File: src/rtl/mem_arbiter_if.sv
// Bundle of the fetch, data and shared-memory port signals around mem_arbiter.
// slave is the arbiter's view; master is the requesters-plus-memory view.
interface mem_arbiter_if;
    logic        if_req;
    logic [31:0] if_addr;
    logic [31:0] if_rdata;
    logic        if_ready;

    logic        d_req;
    logic        d_we;
    logic [2:0]  d_mode;
    logic [31:0] d_addr;
    logic [31:0] d_wdata;
    logic [31:0] d_rdata;
    logic        d_ready;

    logic        mem_req;
    logic        mem_we;
    logic [2:0]  mem_mode;
    logic [31:0] mem_addr;
    logic [31:0] mem_wdata;
    logic [31:0] mem_rdata;
    logic        mem_ack;

    logic        stall_F;
    logic        stall_M;

    modport slave (
        input  if_req, if_addr, d_req, d_we, d_mode, d_addr, d_wdata,
        input  mem_rdata, mem_ack,
        output if_rdata, if_ready, d_rdata, d_ready,
        output mem_req, mem_we, mem_mode, mem_addr, mem_wdata,
        output stall_F, stall_M
    );

    modport master (
        output if_req, if_addr, d_req, d_we, d_mode, d_addr, d_wdata,
        output mem_rdata, mem_ack,
        input  if_rdata, if_ready, d_rdata, d_ready,
        input  mem_req, mem_we, mem_mode, mem_addr, mem_wdata,
        input  stall_F, stall_M
    );
endinterface

File: src/rtl/mem_arbiter.sv
// Two-requester arbiter (instruction fetch, data) for a single shared memory port,
// one transaction in flight, with a starvation limit that protects fetch from data.
//
// state | meaning
// IDLE  | no transaction outstanding; arbitration happens here
// FETCH | fetch request on the memory port, waiting for mem_ack
// DATA  | data load/store on the memory port, waiting for mem_ack
module mem_arbiter #(
    parameter int STARVE_LIMIT = 4
) (
    input  logic          clk,
    input  logic          reset,
    mem_arbiter_if.slave  bus
);

    typedef enum logic [1:0] {
        IDLE  = 2'd0,
        FETCH = 2'd1,
        DATA  = 2'd2
    } state_t;

    localparam logic [2:0] LIMIT     = 3'(STARVE_LIMIT);
    localparam logic [2:0] MODE_WORD = 3'b010;

    state_t      state_q, state_d;
    logic [2:0]  starve_q, starve_d;
    logic        mem_req_q, mem_req_d;
    logic        mem_we_q, mem_we_d;
    logic [2:0]  mem_mode_q, mem_mode_d;
    logic [31:0] mem_addr_q, mem_addr_d;
    logic [31:0] mem_wdata_q, mem_wdata_d;
    logic        if_ready_q, if_ready_d;
    logic        d_ready_q, d_ready_d;
    logic [31:0] if_rdata_q, if_rdata_d;
    logic [31:0] d_rdata_q, d_rdata_d;

    logic        data_ok;

    // Data wins arbitration only while fetch has not yet used up its patience.
    assign data_ok = bus.d_req && (starve_q < LIMIT);

    always_comb begin
        state_d     = state_q;
        starve_d    = starve_q;
        mem_req_d   = mem_req_q;
        mem_we_d    = mem_we_q;
        mem_mode_d  = mem_mode_q;
        mem_addr_d  = mem_addr_q;
        mem_wdata_d = mem_wdata_q;
        if_ready_d  = 1'b0;
        d_ready_d   = 1'b0;
        if_rdata_d  = if_rdata_q;
        d_rdata_d   = d_rdata_q;

        if (!bus.if_req) begin
            starve_d = 3'd0;
        end

        case (state_q)
            IDLE: begin
                if (data_ok) begin
                    state_d     = DATA;
                    mem_req_d   = 1'b1;
                    mem_we_d    = bus.d_we;
                    mem_mode_d  = bus.d_mode;
                    mem_addr_d  = bus.d_addr;
                    mem_wdata_d = bus.d_wdata;
                    if (bus.if_req) begin
                        starve_d = starve_q + 3'd1;
                    end
                end else if (bus.if_req) begin
                    state_d     = FETCH;
                    mem_req_d   = 1'b1;
                    mem_we_d    = 1'b0;
                    mem_mode_d  = MODE_WORD;
                    mem_addr_d  = bus.if_addr;
                    mem_wdata_d = 32'd0;
                    starve_d    = 3'd0;
                end
            end

            FETCH: begin
                if (bus.mem_ack) begin
                    state_d    = IDLE;
                    mem_req_d  = 1'b0;
                    if_rdata_d = bus.mem_rdata;
                    if_ready_d = 1'b1;
                end
            end

            DATA: begin
                if (bus.mem_ack) begin
                    state_d   = IDLE;
                    mem_req_d = 1'b0;
                    d_ready_d = 1'b1;
                    // Stores complete with a pulse but leave the load result untouched.
                    if (!mem_we_q) begin
                        d_rdata_d = bus.mem_rdata;
                    end
                end
            end

            default: begin
                state_d   = IDLE;
                mem_req_d = 1'b0;
            end
        endcase
    end

    always_ff @(posedge clk or negedge reset) begin
        if (!reset) begin
            state_q     <= IDLE;
            starve_q    <= 3'd0;
            mem_req_q   <= 1'b0;
            mem_we_q    <= 1'b0;
            mem_mode_q  <= 3'd0;
            mem_addr_q  <= 32'd0;
            mem_wdata_q <= 32'd0;
            if_ready_q  <= 1'b0;
            d_ready_q   <= 1'b0;
            if_rdata_q  <= 32'd0;
            d_rdata_q   <= 32'd0;
        end else begin
            state_q     <= state_d;
            starve_q    <= starve_d;
            mem_req_q   <= mem_req_d;
            mem_we_q    <= mem_we_d;
            mem_mode_q  <= mem_mode_d;
            mem_addr_q  <= mem_addr_d;
            mem_wdata_q <= mem_wdata_d;
            if_ready_q  <= if_ready_d;
            d_ready_q   <= d_ready_d;
            if_rdata_q  <= if_rdata_d;
            d_rdata_q   <= d_rdata_d;
        end
    end

    assign bus.mem_req   = mem_req_q;
    assign bus.mem_we    = mem_we_q;
    assign bus.mem_mode  = mem_mode_q;
    assign bus.mem_addr  = mem_addr_q;
    assign bus.mem_wdata = mem_wdata_q;
    assign bus.if_ready  = if_ready_q;
    assign bus.d_ready   = d_ready_q;
    assign bus.if_rdata  = if_rdata_q;
    assign bus.d_rdata   = d_rdata_q;

    assign bus.stall_F = bus.if_req & ~if_ready_q;
    assign bus.stall_M = bus.d_req & ~d_ready_q;

endmodule

File: src/flat_wrapper.sv
// flat-port wrapper written by rule: the top's interface ports become plain ports
module mem_arbiter_flat 
#(
    parameter int STARVE_LIMIT = 4
)
  (clk, reset, bus_if_req, bus_if_addr, bus_d_req, bus_d_we, bus_d_mode, bus_d_addr, bus_d_wdata, bus_mem_rdata, bus_mem_ack, bus_if_rdata, bus_if_ready, bus_d_rdata, bus_d_ready, bus_mem_req, bus_mem_we, bus_mem_mode, bus_mem_addr, bus_mem_wdata, bus_stall_F, bus_stall_M);
  mem_arbiter_if bus_i ();
  input  logic clk;
  input  logic reset;
  input wire logic [$bits(bus_i.if_req)-1:0] bus_if_req;
  input wire logic [$bits(bus_i.if_addr)-1:0] bus_if_addr;
  input wire logic [$bits(bus_i.d_req)-1:0] bus_d_req;
  input wire logic [$bits(bus_i.d_we)-1:0] bus_d_we;
  input wire logic [$bits(bus_i.d_mode)-1:0] bus_d_mode;
  input wire logic [$bits(bus_i.d_addr)-1:0] bus_d_addr;
  input wire logic [$bits(bus_i.d_wdata)-1:0] bus_d_wdata;
  input wire logic [$bits(bus_i.mem_rdata)-1:0] bus_mem_rdata;
  input wire logic [$bits(bus_i.mem_ack)-1:0] bus_mem_ack;
  output wire logic [$bits(bus_i.if_rdata)-1:0] bus_if_rdata;
  output wire logic [$bits(bus_i.if_ready)-1:0] bus_if_ready;
  output wire logic [$bits(bus_i.d_rdata)-1:0] bus_d_rdata;
  output wire logic [$bits(bus_i.d_ready)-1:0] bus_d_ready;
  output wire logic [$bits(bus_i.mem_req)-1:0] bus_mem_req;
  output wire logic [$bits(bus_i.mem_we)-1:0] bus_mem_we;
  output wire logic [$bits(bus_i.mem_mode)-1:0] bus_mem_mode;
  output wire logic [$bits(bus_i.mem_addr)-1:0] bus_mem_addr;
  output wire logic [$bits(bus_i.mem_wdata)-1:0] bus_mem_wdata;
  output wire logic [$bits(bus_i.stall_F)-1:0] bus_stall_F;
  output wire logic [$bits(bus_i.stall_M)-1:0] bus_stall_M;
  assign bus_i.if_req = bus_if_req;
  assign bus_i.if_addr = bus_if_addr;
  assign bus_i.d_req = bus_d_req;
  assign bus_i.d_we = bus_d_we;
  assign bus_i.d_mode = bus_d_mode;
  assign bus_i.d_addr = bus_d_addr;
  assign bus_i.d_wdata = bus_d_wdata;
  assign bus_i.mem_rdata = bus_mem_rdata;
  assign bus_i.mem_ack = bus_mem_ack;
  assign bus_if_rdata = bus_i.if_rdata;
  assign bus_if_ready = bus_i.if_ready;
  assign bus_d_rdata = bus_i.d_rdata;
  assign bus_d_ready = bus_i.d_ready;
  assign bus_mem_req = bus_i.mem_req;
  assign bus_mem_we = bus_i.mem_we;
  assign bus_mem_mode = bus_i.mem_mode;
  assign bus_mem_addr = bus_i.mem_addr;
  assign bus_mem_wdata = bus_i.mem_wdata;
  assign bus_stall_F = bus_i.stall_F;
  assign bus_stall_M = bus_i.stall_M;
  mem_arbiter #(.STARVE_LIMIT(STARVE_LIMIT)) u_core (.clk(clk), .reset(reset), .bus(bus_i));
endmodule
File: config.mk
export PLATFORM = sky130hd
export DESIGN_NAME = mem_arbiter_flat
export DESIGN_NICKNAME = d
export VERILOG_FILES = /design/src/rtl/mem_arbiter_if.sv /design/src/rtl/mem_arbiter.sv /design/src/flat_wrapper.sv
export SDC_FILE = /design/constraint.sdc
export NUM_CORES = 1
export LEC_CHECK = 0
export BUFFER_PORTS_ARGS = -buffer_cell sky130_fd_sc_hd__buf_2
export CAP_MARGIN = 25
export CORE_MARGIN = 5
export CORE_UTILIZATION = 48
export CTS_BUF_LIST = sky130_fd_sc_hd__clkbuf_4 sky130_fd_sc_hd__clkbuf_8
export CTS_CLUSTER_SIZE = 24
export DETAILED_ROUTE_END_ITERATION = 12
export PLACE_DENSITY = 0.82
export SLEW_MARGIN = 20
export SYNTH_ARGS = -nofsm -noshare
export SYNTH_HDL_FRONTEND = slang
export SYNTH_SLANG_ARGS = --single-unit
File: constraint.sdc
create_clock -name clk -period 2.3 [get_ports clk]
set_clock_uncertainty 0.15 [all_clocks]
set_input_delay 0.345 -clock clk [delete_from_list [all_inputs] [get_ports clk]]
set_output_delay 0.345 -clock clk [all_outputs]
set_load 0.005 [all_outputs]
==> results_dict.tcl <==
set metrics [dict create \
    synth_compound_gate_area_share_pct 6.54 \
    crit_required_ps 2480 \
    setup_tns_ps 0 \
    drv_slew 0 \
    yosys.area_share.simple_pct 1.88 \
    synth-seq-cells 140 \
    cts_resized 0 \
    cts.sinks 140 \
    floorplan.rows 40 \
    io_buffers 273 \
    syn_inst 365 \
    grt_max_degree 46 \
    die_h_um 120 \
    die-area_um2 14400 \
    grt_overflow 0 \
    dp_hpwl_mm 10.6 \
    arrival_ps 2170 \
    worstSetupPathType "reg -> reg" \
    cts_max_level 4 \
    r2r_cells 5 \
    syn_nets 506 \
    syn-cell-area_um2 5800 \
    p_seq_share_pct 40.8 \
    grt_pass1_vias 5012 \
    clk_path_buf_depth 2 \
    p_int_mw 7.33 \
    drt-vias-per-instance 5.12 \
    finalHoldViolCount 0 \
    drt_iter0_drc 252 \
    cp_num_buf_inv 2 \
    num_io_pins 274 \
    finalCritPeriodShare_pct 86.7 \
    synthMuxAreaShare_pct 26.9 \
    groute.usage.overall_pct 23.0 \
    final_area_um2 8440 \
    synth.top_cell.area_share_pct 60.4 \
    die_x_um 120 \
    multi_input_area_um2 2110 \
    cp_top_family "flip-flops" \
    cp-startpoint "u_core.state_q[1]" \
    switching_share_pct 31.5 \
    p_leak_nw 4.31 \
    synth_edf_count 0 \
    path_clk_slew_ps 80 \
    power_frac_clock_pct 19.6 \
    worst_slew_pin_slew_ps 416 \
    insertion_delay_ps 440 \
    p_switching_mw 3.37 \
    ys_warn_count 0 \
    min_period_ps 1990 \
    crit_path_max_incr_delay_ps 400 \
    hp-start "bus_mem_ack" \
    r2r-start "u_core.state_q[1]" \
    area_growth_pct 45.6 \
    drc 0 \
    reg2reg_slack_ps 310 \
    ir_drop_v 0.000851 \
    synth_xor_area_share_pct 0 \
    numCtsBuffers 17 \
    synth.distinct_cells 29 \
    cts_hold_buf 69 \
    fin_total_pwr_mw 10.7 \
    crit_fanout 12 \
    drive_above_1_share_pct 61.4 \
    outcome "completed" \
    reg2reg_to "u_core.bus.mem_addr[25]" \
    antenna_found_initial 0 \
    synth_top_area_cell "dfrtp_1" \
    yosys.area_share.adder_pct 0.863 \
    gp_congestion 0.744 \
    fmaxAchievable_mhz 502 \
    power.share.combinational_pct 39.6 \
    cp-end-kind "register" \
    drt_wl_total_mm 16.3 \
    cts_root_buffer "clkbuf_8" \
    wire_per_inst_um 18.7 \
    startpoint_type "register" \
    cp_slowest_cell "dfrtp_1" \
    ys_seq_area_share_pct 60.4 \
    cts_tree "done" \
    powerDensity_nw_per_um2 1270 \
    slew_headroom_pct 72.3 \
    post_cts_buffers 0 \
    critPathCapture "u_core.bus.mem_addr[25]" \
    regArea_um2 3500 \
    grt_pass1_wl_mm 25.7 \
    avgSynthCellArea_um2 15.9 \
    route.vias.total 4465 \
    antenna_cells 0 \
    start_util_pct 48.7 \
    placed_cell_area_um2 7330 \
    synth-async-reset-ratio_pct 100 \
    synth.area.top_cells "dfrtp_1, mux2_2, mux2_4, a22o_1, buf_2" \
    rsz0062_at_grt "false" \
    dr.pass1.iters 4 \
    ys.flop_type "dfrtp_1" \
    synth_top_family_by_area "multiplexers" \
    antenna_left 0 \
    setup_viol 0 \
    core_region_area_um2 11900 \
    hold_path_class "in -> reg" \
    critical_path_depth 5 \
    worstPathCellList "inv_1, ha_1, o21a_2, buf_4, mux2_4" \
    fillers 778 \
    max_cap_viol_count 0 \
    nets 853 \
]
placed cells by master (no fill, tap or decap), types with 2 or more instances in the layout:
master	n
buf_2	272
dfrtp_1	140
mux2_2	98
dlygate4sd3_1	69
a22o_1	36
mux2_4	29
clkbuf_8	19
clkbuf_4	6
buf_12	6
nor2b_1	5
inv_1	4
a21oi_1	4
ha_1	4
buf_4	4
nand2b_1	3
clkinv_2	3
bufinv_16	3
and2_1	2
nor2_1	2
Yosys cell counts, types with 2 or more instances:
master	instances
a21oi_1	4
a22o_1	36
and2_1	2
buf_12	3
buf_2	14
buf_4	3
buf_6	2
clkbuf_1	2
dfrtp_1	140
ha_1	4
inv_1	4
mux2_2	98
mux2_4	29
nand2b_1	3
nor2_1	2
nor2b_1	6
layout make-up:
class	instances	share of cell area, %
inverters	4	0.178
repair buffers	352	26.2
clock buffers	25	3.63
clock inverters	7	1.33
flip-flops and latches	140	41.5
well taps	147	2.18
multi-input cells	197	25.0
registers in the layout (all words and copies together) (netlist names):
signal and cells:
u_core.bus.d_rdata 32, u_core.bus.if_rdata 32, u_core.bus.mem_addr 32, u_core.bus.mem_wdata 32
u_core.bus.mem_mode 3, u_core.starve_q 3, u_core.state_q 2, u_core.bus.d_ready 1
u_core.bus.if_ready 1, u_core.bus.mem_req 1, u_core.bus.mem_we 1
layer usage:
layer | vias to the layer above | track usage (%) | routed length, um
met5 | - | 0 | 0
met4 | 0 | 9.23 | 353
met3 | 34 | 10.2 | 1640
met2 | 222 | 39.7 | 8370
met1 | 2199 | 24.6 | 5940
li1 | 2010 | - | -
worst min path at each step:
stage / end / depth (start not counted)
2_1_floorplan: u_core.bus.d_rdata[0] / 0
3_3_place_gp: u_core.bus.if_rdata[27] / 1
3_5_place_dp: u_core.bus.d_rdata[28] / 1
4_1_cts: u_core.bus.d_ready / 2
5_1_grt: u_core.bus.d_ready / 2
6_report: u_core.bus.d_ready / 2
worst register-to-register path, stage by stage (launching register included):
cell     delay, ps
dfrtp_1        400
inv_1          110
ha_1           390
o21a_2         250
buf_4          250
mux2_4         330
power by group through the flow:
stage | Clock [mW] | Sequential (mW) | Combinational (mW)
after floorplan | 0 | 4.40 | 2.23
after global placement | 0 | 4.28 | 3.98
after detailed placement | 0 | 4.34 | 4.13
after CTS | 2.14 | 4.33 | 4.24
after global routing | 2.26 | 4.50 | 4.58
final | 2.10 | 4.36 | 4.24
per-stage QoR:
stage                     setup slack (ps)  utilization [%]  hold slack, ps  cells
after floorplan                        529                -            -101    365
after global placement                 397             61.6             138    771
after detailed placement               341             61.6             149    771
after CTS                              323             70.9            26.0    872
after global routing                   233             70.9            48.7    872
final                                  307             70.9            52.2    872
kinds of logic after synthesis:
family	after synthesis
compound gates	46
fa+ha+maj	4
buf+inv	28
flops	140
mux	129
simple gates	18
(Power assumes the default switching activity.)
